<file path="src/rtl/axil_master_if.sv">
// Command/response port plus AXI4-Lite channels for axil_master.
// master: the initiator's view; slave: the view of the bus and command source around it.
interface axil_master_if;
    logic        cmd_valid;
    logic        cmd_ready;
    logic        cmd_we;
    logic [31:0] cmd_addr;
    logic [31:0] cmd_wdata;
    logic [3:0]  cmd_wstrb;
    logic        rsp_valid;
    logic        rsp_ready;
    logic [31:0] rsp_rdata;
    logic [1:0]  rsp_resp;
    logic        rsp_timeout;
    logic [31:0] awaddr;
    logic [2:0]  awprot;
    logic        awvalid;
    logic        awready;
    logic [31:0] wdata;
    logic [3:0]  wstrb;
    logic        wvalid;
    logic        wready;
    logic [1:0]  bresp;
    logic        bvalid;
    logic        bready;
    logic [31:0] araddr;
    logic [2:0]  arprot;
    logic        arvalid;
    logic        arready;
    logic [31:0] rdata;
    logic [1:0]  rresp;
    logic        rvalid;
    logic        rready;

    modport master (
        input  cmd_valid, cmd_we, cmd_addr, cmd_wdata, cmd_wstrb, rsp_ready,
               awready, wready, bresp, bvalid, arready, rdata, rresp, rvalid,
        output cmd_ready, rsp_valid, rsp_rdata, rsp_resp, rsp_timeout,
               awaddr, awprot, awvalid, wdata, wstrb, wvalid, bready,
               araddr, arprot, arvalid, rready
    );

    modport slave (
        output cmd_valid, cmd_we, cmd_addr, cmd_wdata, cmd_wstrb, rsp_ready,
               awready, wready, bresp, bvalid, arready, rdata, rresp, rvalid,
        input  cmd_ready, rsp_valid, rsp_rdata, rsp_resp, rsp_timeout,
               awaddr, awprot, awvalid, wdata, wstrb, wvalid, bready,
               araddr, arprot, arvalid, rready
    );
endinterface

</file>
<file path="src/rtl/axil_master.sv">
// AXI4-Lite initiator: one command in, one AXI-Lite transaction out, one response back.
// Optional watchdog abort enabled by defining AXIL_MASTER_TIMEOUT_EN.
module axil_master #(
    parameter int unsigned TIMEOUT_CYCLES = 256
) (
    input  logic          aclk,
    input  logic          areset,
    axil_master_if.master bus
);
    typedef enum logic [2:0] {IDLE, WR_AW_W, WR_B, RD_AR, RD_R, RESP} state_t;

    state_t      state_q, state_d;
    logic [31:0] awaddr_q, awaddr_d, wdata_q, wdata_d, araddr_q, araddr_d;
    logic [3:0]  wstrb_q, wstrb_d;
    logic        awvalid_q, awvalid_d, wvalid_q, wvalid_d, arvalid_q, arvalid_d;
    logic        bready_q, bready_d, rready_q, rready_d;
    logic        rsp_valid_q, rsp_valid_d;
    logic [31:0] rsp_rdata_q, rsp_rdata_d;
    logic [1:0]  rsp_resp_q, rsp_resp_d;
    logic        aw_done, w_done;

`ifdef AXIL_MASTER_TIMEOUT_EN
    localparam int unsigned CW = $clog2(TIMEOUT_CYCLES) + 1;
    logic [CW-1:0] cnt_q, cnt_d;
    logic          rsp_timeout_q, rsp_timeout_d;
    logic          busy;
`endif

    // A channel counts as done once its valid has been accepted (now or earlier).
    assign aw_done = !awvalid_q || bus.awready;
    assign w_done  = !wvalid_q  || bus.wready;

    always_comb begin
        state_d     = state_q;
        awaddr_d    = awaddr_q;
        wdata_d     = wdata_q;
        wstrb_d     = wstrb_q;
        araddr_d    = araddr_q;
        awvalid_d   = awvalid_q;
        wvalid_d    = wvalid_q;
        arvalid_d   = arvalid_q;
        bready_d    = bready_q;
        rready_d    = rready_q;
        rsp_valid_d = rsp_valid_q;
        rsp_rdata_d = rsp_rdata_q;
        rsp_resp_d  = rsp_resp_q;
`ifdef AXIL_MASTER_TIMEOUT_EN
        rsp_timeout_d = rsp_timeout_q;
        cnt_d         = cnt_q;
`endif
        case (state_q)
            IDLE: if (bus.cmd_valid) begin
                if (bus.cmd_we) begin
                    awaddr_d  = bus.cmd_addr;
                    wdata_d   = bus.cmd_wdata;
                    wstrb_d   = bus.cmd_wstrb;
                    awvalid_d = 1'b1;
                    wvalid_d  = 1'b1;
                    state_d   = WR_AW_W;
                end else begin
                    araddr_d  = bus.cmd_addr;
                    arvalid_d = 1'b1;
                    state_d   = RD_AR;
                end
            end
            WR_AW_W: begin
                if (awvalid_q && bus.awready) awvalid_d = 1'b0;
                if (wvalid_q && bus.wready)   wvalid_d  = 1'b0;
                if (aw_done && w_done) begin
                    bready_d = 1'b1;
                    state_d  = WR_B;
                end
            end
            WR_B: if (bus.bvalid) begin
                bready_d    = 1'b0;
                rsp_resp_d  = bus.bresp;
                rsp_rdata_d = '0;
                rsp_valid_d = 1'b1;
                state_d     = RESP;
            end
            RD_AR: if (bus.arready) begin
                arvalid_d = 1'b0;
                rready_d  = 1'b1;
                state_d   = RD_R;
            end
            RD_R: if (bus.rvalid) begin
                rready_d    = 1'b0;
                rsp_rdata_d = bus.rdata;
                rsp_resp_d  = bus.rresp;
                rsp_valid_d = 1'b1;
                state_d     = RESP;
            end
            RESP: if (bus.rsp_ready) begin
                rsp_valid_d = 1'b0;
`ifdef AXIL_MASTER_TIMEOUT_EN
                rsp_timeout_d = 1'b0;
`endif
                state_d = IDLE;
            end
            default: state_d = IDLE;
        endcase
`ifdef AXIL_MASTER_TIMEOUT_EN
        busy = (state_q == WR_AW_W) || (state_q == WR_B) ||
               (state_q == RD_AR) || (state_q == RD_R);
        if (state_q == IDLE) cnt_d = '0;
        else if (busy)       cnt_d = cnt_q + 1'b1;
        // Watchdog abort wins over any handshake completing in the same cycle.
        if (busy && cnt_q == CW'(TIMEOUT_CYCLES - 1)) begin
            awvalid_d     = 1'b0;
            wvalid_d      = 1'b0;
            arvalid_d     = 1'b0;
            bready_d      = 1'b0;
            rready_d      = 1'b0;
            rsp_resp_d    = 2'b11;
            rsp_rdata_d   = '0;
            rsp_timeout_d = 1'b1;
            rsp_valid_d   = 1'b1;
            state_d       = RESP;
        end
`endif
    end

    always_ff @(posedge aclk or posedge areset) begin
        if (areset) begin
            state_q     <= IDLE;
            awaddr_q    <= '0;
            wdata_q     <= '0;
            wstrb_q     <= '0;
            araddr_q    <= '0;
            awvalid_q   <= 1'b0;
            wvalid_q    <= 1'b0;
            arvalid_q   <= 1'b0;
            bready_q    <= 1'b0;
            rready_q    <= 1'b0;
            rsp_valid_q <= 1'b0;
            rsp_rdata_q <= '0;
            rsp_resp_q  <= '0;
`ifdef AXIL_MASTER_TIMEOUT_EN
            rsp_timeout_q <= 1'b0;
            cnt_q         <= '0;
`endif
        end else begin
            state_q     <= state_d;
            awaddr_q    <= awaddr_d;
            wdata_q     <= wdata_d;
            wstrb_q     <= wstrb_d;
            araddr_q    <= araddr_d;
            awvalid_q   <= awvalid_d;
            wvalid_q    <= wvalid_d;
            arvalid_q   <= arvalid_d;
            bready_q    <= bready_d;
            rready_q    <= rready_d;
            rsp_valid_q <= rsp_valid_d;
            rsp_rdata_q <= rsp_rdata_d;
            rsp_resp_q  <= rsp_resp_d;
`ifdef AXIL_MASTER_TIMEOUT_EN
            rsp_timeout_q <= rsp_timeout_d;
            cnt_q         <= cnt_d;
`endif
        end
    end

    assign bus.cmd_ready = (state_q == IDLE);
    assign bus.awaddr    = awaddr_q;
    assign bus.awprot    = 3'b000;
    assign bus.awvalid   = awvalid_q;
    assign bus.wdata     = wdata_q;
    assign bus.wstrb     = wstrb_q;
    assign bus.wvalid    = wvalid_q;
    assign bus.bready    = bready_q;
    assign bus.araddr    = araddr_q;
    assign bus.arprot    = 3'b000;
    assign bus.arvalid   = arvalid_q;
    assign bus.rready    = rready_q;
    assign bus.rsp_valid = rsp_valid_q;
    assign bus.rsp_rdata = rsp_rdata_q;
    assign bus.rsp_resp  = rsp_resp_q;
`ifdef AXIL_MASTER_TIMEOUT_EN
    assign bus.rsp_timeout = rsp_timeout_q;
`else
    assign bus.rsp_timeout = 1'b0;
`endif
endmodule

</file>
<file path="src/flat_wrapper.sv">
// flat-port wrapper written by rule: the top's interface ports become plain ports
module axil_master_flat 
#(
    parameter int unsigned TIMEOUT_CYCLES = 256
)
  (aclk, areset, bus_cmd_valid, bus_cmd_we, bus_cmd_addr, bus_cmd_wdata, bus_cmd_wstrb, bus_rsp_ready, bus_awready, bus_wready, bus_bresp, bus_bvalid, bus_arready, bus_rdata, bus_rresp, bus_rvalid, bus_cmd_ready, bus_rsp_valid, bus_rsp_rdata, bus_rsp_resp, bus_rsp_timeout, bus_awaddr, bus_awprot, bus_awvalid, bus_wdata, bus_wstrb, bus_wvalid, bus_bready, bus_araddr, bus_arprot, bus_arvalid, bus_rready);
  axil_master_if bus_i ();
  input  logic aclk;
  input  logic areset;
  input wire logic [$bits(bus_i.cmd_valid)-1:0] bus_cmd_valid;
  input wire logic [$bits(bus_i.cmd_we)-1:0] bus_cmd_we;
  input wire logic [$bits(bus_i.cmd_addr)-1:0] bus_cmd_addr;
  input wire logic [$bits(bus_i.cmd_wdata)-1:0] bus_cmd_wdata;
  input wire logic [$bits(bus_i.cmd_wstrb)-1:0] bus_cmd_wstrb;
  input wire logic [$bits(bus_i.rsp_ready)-1:0] bus_rsp_ready;
  input wire logic [$bits(bus_i.awready)-1:0] bus_awready;
  input wire logic [$bits(bus_i.wready)-1:0] bus_wready;
  input wire logic [$bits(bus_i.bresp)-1:0] bus_bresp;
  input wire logic [$bits(bus_i.bvalid)-1:0] bus_bvalid;
  input wire logic [$bits(bus_i.arready)-1:0] bus_arready;
  input wire logic [$bits(bus_i.rdata)-1:0] bus_rdata;
  input wire logic [$bits(bus_i.rresp)-1:0] bus_rresp;
  input wire logic [$bits(bus_i.rvalid)-1:0] bus_rvalid;
  output wire logic [$bits(bus_i.cmd_ready)-1:0] bus_cmd_ready;
  output wire logic [$bits(bus_i.rsp_valid)-1:0] bus_rsp_valid;
  output wire logic [$bits(bus_i.rsp_rdata)-1:0] bus_rsp_rdata;
  output wire logic [$bits(bus_i.rsp_resp)-1:0] bus_rsp_resp;
  output wire logic [$bits(bus_i.rsp_timeout)-1:0] bus_rsp_timeout;
  output wire logic [$bits(bus_i.awaddr)-1:0] bus_awaddr;
  output wire logic [$bits(bus_i.awprot)-1:0] bus_awprot;
  output wire logic [$bits(bus_i.awvalid)-1:0] bus_awvalid;
  output wire logic [$bits(bus_i.wdata)-1:0] bus_wdata;
  output wire logic [$bits(bus_i.wstrb)-1:0] bus_wstrb;
  output wire logic [$bits(bus_i.wvalid)-1:0] bus_wvalid;
  output wire logic [$bits(bus_i.bready)-1:0] bus_bready;
  output wire logic [$bits(bus_i.araddr)-1:0] bus_araddr;
  output wire logic [$bits(bus_i.arprot)-1:0] bus_arprot;
  output wire logic [$bits(bus_i.arvalid)-1:0] bus_arvalid;
  output wire logic [$bits(bus_i.rready)-1:0] bus_rready;
  assign bus_i.cmd_valid = bus_cmd_valid;
  assign bus_i.cmd_we = bus_cmd_we;
  assign bus_i.cmd_addr = bus_cmd_addr;
  assign bus_i.cmd_wdata = bus_cmd_wdata;
  assign bus_i.cmd_wstrb = bus_cmd_wstrb;
  assign bus_i.rsp_ready = bus_rsp_ready;
  assign bus_i.awready = bus_awready;
  assign bus_i.wready = bus_wready;
  assign bus_i.bresp = bus_bresp;
  assign bus_i.bvalid = bus_bvalid;
  assign bus_i.arready = bus_arready;
  assign bus_i.rdata = bus_rdata;
  assign bus_i.rresp = bus_rresp;
  assign bus_i.rvalid = bus_rvalid;
  assign bus_cmd_ready = bus_i.cmd_ready;
  assign bus_rsp_valid = bus_i.rsp_valid;
  assign bus_rsp_rdata = bus_i.rsp_rdata;
  assign bus_rsp_resp = bus_i.rsp_resp;
  assign bus_rsp_timeout = bus_i.rsp_timeout;
  assign bus_awaddr = bus_i.awaddr;
  assign bus_awprot = bus_i.awprot;
  assign bus_awvalid = bus_i.awvalid;
  assign bus_wdata = bus_i.wdata;
  assign bus_wstrb = bus_i.wstrb;
  assign bus_wvalid = bus_i.wvalid;
  assign bus_bready = bus_i.bready;
  assign bus_araddr = bus_i.araddr;
  assign bus_arprot = bus_i.arprot;
  assign bus_arvalid = bus_i.arvalid;
  assign bus_rready = bus_i.rready;
  axil_master #(.TIMEOUT_CYCLES(TIMEOUT_CYCLES)) u_core (.aclk(aclk), .areset(areset), .bus(bus_i));
endmodule
</file>
<file path="config.mk">
export PLATFORM = sky130hd
export DESIGN_NAME = axil_master_flat
export DESIGN_NICKNAME = d
export VERILOG_FILES = /design/src/rtl/axil_master_if.sv /design/src/rtl/axil_master.sv /design/src/flat_wrapper.sv
export SDC_FILE = /design/constraint.sdc
export NUM_CORES = 1
export LEC_CHECK = 0
export BUFFER_PORTS_ARGS = -buffer_cell sky130_fd_sc_hd__buf_2
export CORE_ASPECT_RATIO = 1.25
export CORE_MARGIN = 2
export CORE_UTILIZATION = 30
export CTS_CLUSTER_DIAMETER = 80
export DETAILED_ROUTE_END_ITERATION = 8
export PLACE_DENSITY = 0.63
export SLEW_MARGIN = 20
export SYNTH_ARGS = -nofsm -noshare
export SYNTH_HDL_FRONTEND = slang
export SYNTH_SLANG_ARGS = --single-unit
</file>
<file path="constraint.sdc">
create_clock -name aclk -period 4.13 [get_ports aclk]
set_input_delay 0.6195 -clock aclk [delete_from_list [all_inputs] [get_ports aclk]]
set_output_delay 0.6195 -clock aclk [all_outputs]
set_load 0.02 [all_outputs]
</file>
== After elaboration in Yosys (flattened, before gate mapping) ==
Index checks and enable logic that the tools add are counted.
Cells by class
  equal/unequal tests: 15
  multiplexer cells: 34
  bitwise operators: 1
  reductions and logical operators: 24
Operators by type and width (count)
  2-to-1 mux 32 bit: 2
  one-hot mux 32 bit (2 select lines): 1
  2-to-1 mux 3 bit: 6
  one-hot mux 3 bit (6 select lines): 1
  AND reduction 4 bit: 4
  AND reduction 3 bit: 5
  2-to-1 mux 1 bit: 14
  inequality test 2 bit (second input constant): 7
  one-hot mux 1 bit (2 select lines): 5
  nonzero test 2 bit: 5
  equality test 3 x 2 -> 1 bit (second input constant): 2
  equality test 3 bit (second input constant): 2
  2-to-1 mux 2 bit: 3
  inequality test 2 x 1 -> 1 bit (second input constant): 3
  AND reduction 6 bit: 1
  one-hot mux 2 bit (2 select lines): 1
  equality test 3 x 1 -> 1 bit (second input constant): 1
  logical AND 1 bit: 3
  zero test 3 bit: 1
  one-hot mux 1 bit (3 select lines): 1
  nonzero test 3 bit: 1
  zero test 1 bit: 2
  logical OR 1 bit: 2
  NOT 1 bit: 1
Word-level totals
  register bits: 143
  bits of input ports: 114
  output and inout bits: 148
  logic and storage cells: 87

== Longest topological paths before layout ==
  depth in word-level cells: 5
  gate-level depth with buffers: 8
  depth with buffers taken out: 5

== Worst setup path before layout ==
OpenSTA, ideal clock, no wires.
  kind: reg2reg
  start: register u_core.state_q[0]
  end: register u_core.awaddr_q[10], in the netlist u_core.bus.awaddr[10]
  library setup time: 0.125 ns
  data arrival time: 2.109 ns
  required time: 4.005 ns
  path slack: 1.896 ns
  stages on the path, launching flop included: 7
  path buffers: 3
  period minus slack after synthesis: 2.234 ns
  path through: dfrtp_1 > nor3_1 > and3_1 > clkbuf_1 > buf_2 > buf_4 > mux2_2
Between the ends
  longest elaborated chain between the ends: 2
RTL lines
  from (decl): line axil_master.sv:12  | state_t state_q, state_d;
  from (signal assigned): line axil_master.sv:143  | state_q <= state_d;
  zero test 3 bit
  named net bus_cmd_ready: line flat_wrapper.sv:24  | output wire logic [$bits(bus_i.cmd_ready)-1:0] bus_cmd_ready;
  AND reduction 3 bit (no line)
  to (signal assigned): line axil_master.sv:144  | awaddr_q <= awaddr_d;
  to (decl): line axil_master.sv:13  | logic [31:0] awaddr_q, awaddr_d, wdata_q, wdata_d, araddr_q, araddr_d;
The timed path passes the listed nets, and every way through them passes these cells.
A chain may end at the register's enable or synchronous reset.

== Worst setup path after layout ==
  start: register u_core.state_q[0]
  end: register u_core.wdata_q[5], in the netlist u_core.bus.wdata[5]
Between the ends
  longest elaborated chain between the ends: 2
RTL lines
  zero test 3 bit: line axil_master.sv:51  | case (state_q)
  AND reduction 3 bit (no line)
  to (signal assigned): line axil_master.sv:145  | wdata_q <= wdata_d;
  to (decl): line axil_master.sv:13
No other way between the ends.

==> tab_implementation.tex <==
\begin{tabular}{lr}
\hline
Metric & Value \\
\hline
\multicolumn{2}{l}{\textbf{Worst setup path}} \\
Slowest stage cell on the critical path & sky130\_fd\_sc\_hd\_\_and3\_2 \\
Family with the most delay on the worst path & simple AND/OR/NAND/NOR gates \\
Worst setup path class & reg -> reg \\
WP data required & 4410 ps \\
Sort of element at the end of the critical path & register \\
Max FO, Critical Path & 37 \\
Critical-path cell list & nor3\_1 > and3\_2 > buf\_4 > mux2\_2 \\
Worst stage delay on the critical path & 860 ps \\
CP Launch Type & register \\
Critical path buffer and inverter count & 1 \\
Register-to-Register Setup Slack & 1470 ps \\
Arrival time reported for the critical path endpoint & 2950 ps \\
\multicolumn{2}{l}{\textbf{STA}} \\
Relative max-transition margin & 0.379 \\
Maximum operating frequency & 376 MHz \\
\# setup viols final & 0 \\
Min Clock Period, post-route & 2660 ps \\
Worst clock skew & 8.33 ps \\
Post-Route Setup TNS & 0 ps \\
Count of pins over their slew limit & 0 \\
Share of the cycle needed by the critical path after routing & 0.644 \\
Endpoints failing hold & 0 \\
Setup repair after global routing missed its margin & false \\
Slew @ Worst Pin & 931 ps \\
\multicolumn{2}{l}{\textbf{Synthesis}} \\
Top FF cell, synth & sky130\_fd\_sc\_hd\_\_dfrtp\_1 \\
Synth top cells by count & sky130\_fd\_sc\_hd\_\_dfrtp\_1 (143), sky130\_fd\_sc\_hd\_\_mux2\_2 (100), sky130\_fd\_sc\_hd\_\_a22o\_1 (33), sky130\_fd\_sc\_hd\_\_nand2\_1 (11) \\
FF+latch count, synth & 143 \\
Number of enable-type register cells in the synthesized netlist & 0 \\
Unique cell type count in the Yosys netlist & 33 \\
Top post-synthesis cells by area & sky130\_fd\_sc\_hd\_\_dfrtp\_1 (65\%), sky130\_fd\_sc\_hd\_\_mux2\_2 (20\%), sky130\_fd\_sc\_hd\_\_a22o\_1 (5.3\%) \\
Cell with the most instances after synthesis & sky130\_fd\_sc\_hd\_\_dfrtp\_1 \\
Cell taking the most area after synthesis & sky130\_fd\_sc\_hd\_\_dfrtp\_1 \\
Syn avg cell area & 15.2 µm² \\
Share of async-settable or async-resettable flops after synthesis & 1.00 \\
Syn. warnings & 0 \\
Synth Cell Area & 5500 µm² \\
Post-Synthesis Cells & 363 \\
Proportion of synthesized chip area in sequential cells & 0.650 \\
Portion of synthesized cell area occupied by the leading cell type & 0.650 \\
\multicolumn{2}{l}{\textbf{Clock tree}} \\
Maximum number of buffers from clock root to sink & 2 \\
CTS root buf & sky130\_fd\_sc\_hd\_\_clkbuf\_16 \\
Number of buffers created by CTS & 17 \\
Clock edge transition at the registers on the reported setup and hold paths & 60 ps \\
H-tree levels & 4 \\
Number of buffers added to fix hold violations after cts & 0 \\
Number of buffers inserted to repair setup after CTS & 0 \\
TritonCTS clock tree & done \\
CTS Sinks & 143 \\
Worst skew pair latency & 410 ps \\
Post\_cts resized & 0 \\
\multicolumn{2}{l}{\textbf{Placed design}} \\
Number of port buffers & 254 \\
Placed Instance Area & 6980 µm² \\
Routability cong. & 0.831 \\
Placed wire-length estimate after detailed placement & 10,600 µm \\
Count of placed standard cells including taps & 829 \\
\multicolumn{2}{l}{\textbf{Worst hold path}} \\
Hold/Removal Path Class & in -> async \\
\multicolumn{2}{l}{\textbf{GRT}} \\
Pin count of the biggest net entering global routing & 69 \\
Total routing usage reported by global routing & 0.148 \\
Number of antenna violations at the first check in global routing & 1 \\
Via count of the first global-routing pass & 4,325 \\
Wire length of the first global-routing pass & 22,600 µm \\
Overall overflow remaining after global route & 0 \\
\multicolumn{2}{l}{\textbf{Power}} \\
Internal & 4.13 mW \\
Pwr dens & 889 nW/µm² \\
Net switching power of the design & 2.61 mW \\
Highest ir drop seen on vdd & 0.312 mV \\
Static Leakage & 3.80 nW \\
Register share of total power & 0.365 \\
Clock power frac & 0.224 \\
Switching Fraction & 0.387 \\
Part of the power in combinational logic & 0.412 \\
\multicolumn{2}{l}{\textbf{Routing}} \\
Number of DRC markers in iteration 0 & 186 \\
Total length of routed wires & 14,400 µm \\
Post-route DRC violation count & 0 \\
Vias after detailed routing & 4,007 \\
Wire per inst & 16.7 µm \\
Post-DR vias/cell & 4.65 \\
Count of antenna-violating nets left after detailed routing & 0 \\
DR pass1 iterations & 4 \\
\multicolumn{2}{l}{\textbf{Floorplanning}} \\
Die footprint & 19,400 µm² \\
Count of boundary I/O pins & 262 \\
Starting density of the core & 0.305 \\
Total number of placement rows & 55 \\
Core Area & 18,000 µm² \\
Die Span Y & 155 µm \\
Die Span X & 125 µm \\
\multicolumn{2}{l}{\textbf{Cells and area}} \\
Synth-to-Final Area Change & 37.7\% \\
Final layout net count & 735 \\
Share of final-layout standard cells stronger than drive strength 1 & 0.624 \\
Finished Cell Area & 7580 µm² \\
Finished Layout Cells & 862 \\
\multicolumn{2}{l}{\textbf{Flow run}} \\
Number of violations of the max-capacitance limit & 0 \\
\multicolumn{2}{l}{\textbf{Outcome}} \\
Status & finished, final reports clean \\
\hline
\end{tabular}
-- layout make-up --
cell class | count | area (µm²)
Multi-Input combinational cell | 195 | 1760
Inverter | 3 | 15.0
Timing Repair Buffer | 261 | 1360
Antenna cell | 1 | 2.50
Sequential cell | 143 | 3580
Tap cell | 228 | 285
Fill cell | 1741 | 10500
Clock buffer | 20 | 447
Clock inverter | 11 | 131
-- worst paths after layout --
kind                                         start                       end  cells past startpoint
max in group asynchronous                   areset      u_core.bus.wdata[10]                      4
setup / recovery                 u_core.state_q[0]       u_core.bus.wdata[5]                      4
hold reg to reg            u_core.bus.rsp_rdata[4]   u_core.bus.rsp_rdata[4]                      1
hold / removal                              areset      u_core.bus.wdata[17]                      2
min in group aclk                    bus_rdata[25]  u_core.bus.rsp_rdata[25]                      2
setup reg to reg                 u_core.state_q[0]       u_core.bus.wdata[5]                      4
-- metrics by stage --
stage	utilization	total power, mW	setup WS [ps]	hold WS (ps)
final	0.420	6.73	1470	164
after global routing	0.420	7.13	1210	153
after CTS	0.419	6.82	1420	398
after detailed placement	0.387	5.28	1430	482
after global placement	0.386	5.16	1560	469
after floorplan	-	4.29	1720	582
-- layer usage --
metal,vias to the layer above,global-route usage,wire [µm]
li1,1804,-,-
met5,-,0,0
met4,0,0.0762,438
met1,2028,0.163,5510
met2,144,0.261,7720
met3,31,0.0409,735
-- kinds of logic after synthesis --
kind of cell	count (synthesis)	synth area share
muxes	102	0.208
AOI/OAI and AO/OA	53	0.0755
other	1	0.000681
and+or+nand+nor	33	0.0309
buffers and inverters	31	0.0343
DFF	143	0.650
-- worst reg2reg max path: cells and delay by family (launching register included) --
| kind | cells | cell delay [ps] |
|---|---|---|
| simple gates | 2 | 1230 |
| buf+inv | 1 | 410 |
| mux | 1 | 370 |
| flops | 1 | 520 |
-- sequential cells by signal, summed over array words and instances, names as in the netlist --
| name | flops |
|---|---|
| u_core.bus.araddr | 32 |
| u_core.bus.arvalid | 1 |
| u_core.bus.awaddr | 32 |
| u_core.bus.awvalid | 1 |
| u_core.bus.bready | 1 |
| u_core.bus.rready | 1 |
| u_core.bus.rsp_rdata | 32 |
| u_core.bus.rsp_resp | 2 |
| u_core.bus.rsp_valid | 1 |
| u_core.bus.wdata | 32 |
| u_core.bus.wstrb | 4 |
| u_core.bus.wvalid | 1 |
| u_core.state_q | 3 |
-- placed cells by master (no fill, tap or decap), types with 4 or more instances in the layout --
cell type	instances
sky130_fd_sc_hd__nor2_1	8
sky130_fd_sc_hd__a22o_1	33
sky130_fd_sc_hd__o21ai_0	5
sky130_fd_sc_hd__dfrtp_1	143
sky130_fd_sc_hd__conb_1	7
sky130_fd_sc_hd__nand2_1	11
sky130_fd_sc_hd__clkbuf_16	17
sky130_fd_sc_hd__mux2_2	100
sky130_fd_sc_hd__clkinvlp_4	4
sky130_fd_sc_hd__buf_4	4
sky130_fd_sc_hd__buf_2	254
-- power groups by stage --
stage	clock network (mW)	logic, mW	registers, mW
finish	1.51	2.77	2.46
global route	1.61	2.97	2.55
CTS	1.55	2.81	2.46
detailed placement	0	2.81	2.47
global placement	0	2.73	2.43
floorplan	0	1.07	3.22
No activity file was read; power rests on OpenSTA's default activity.
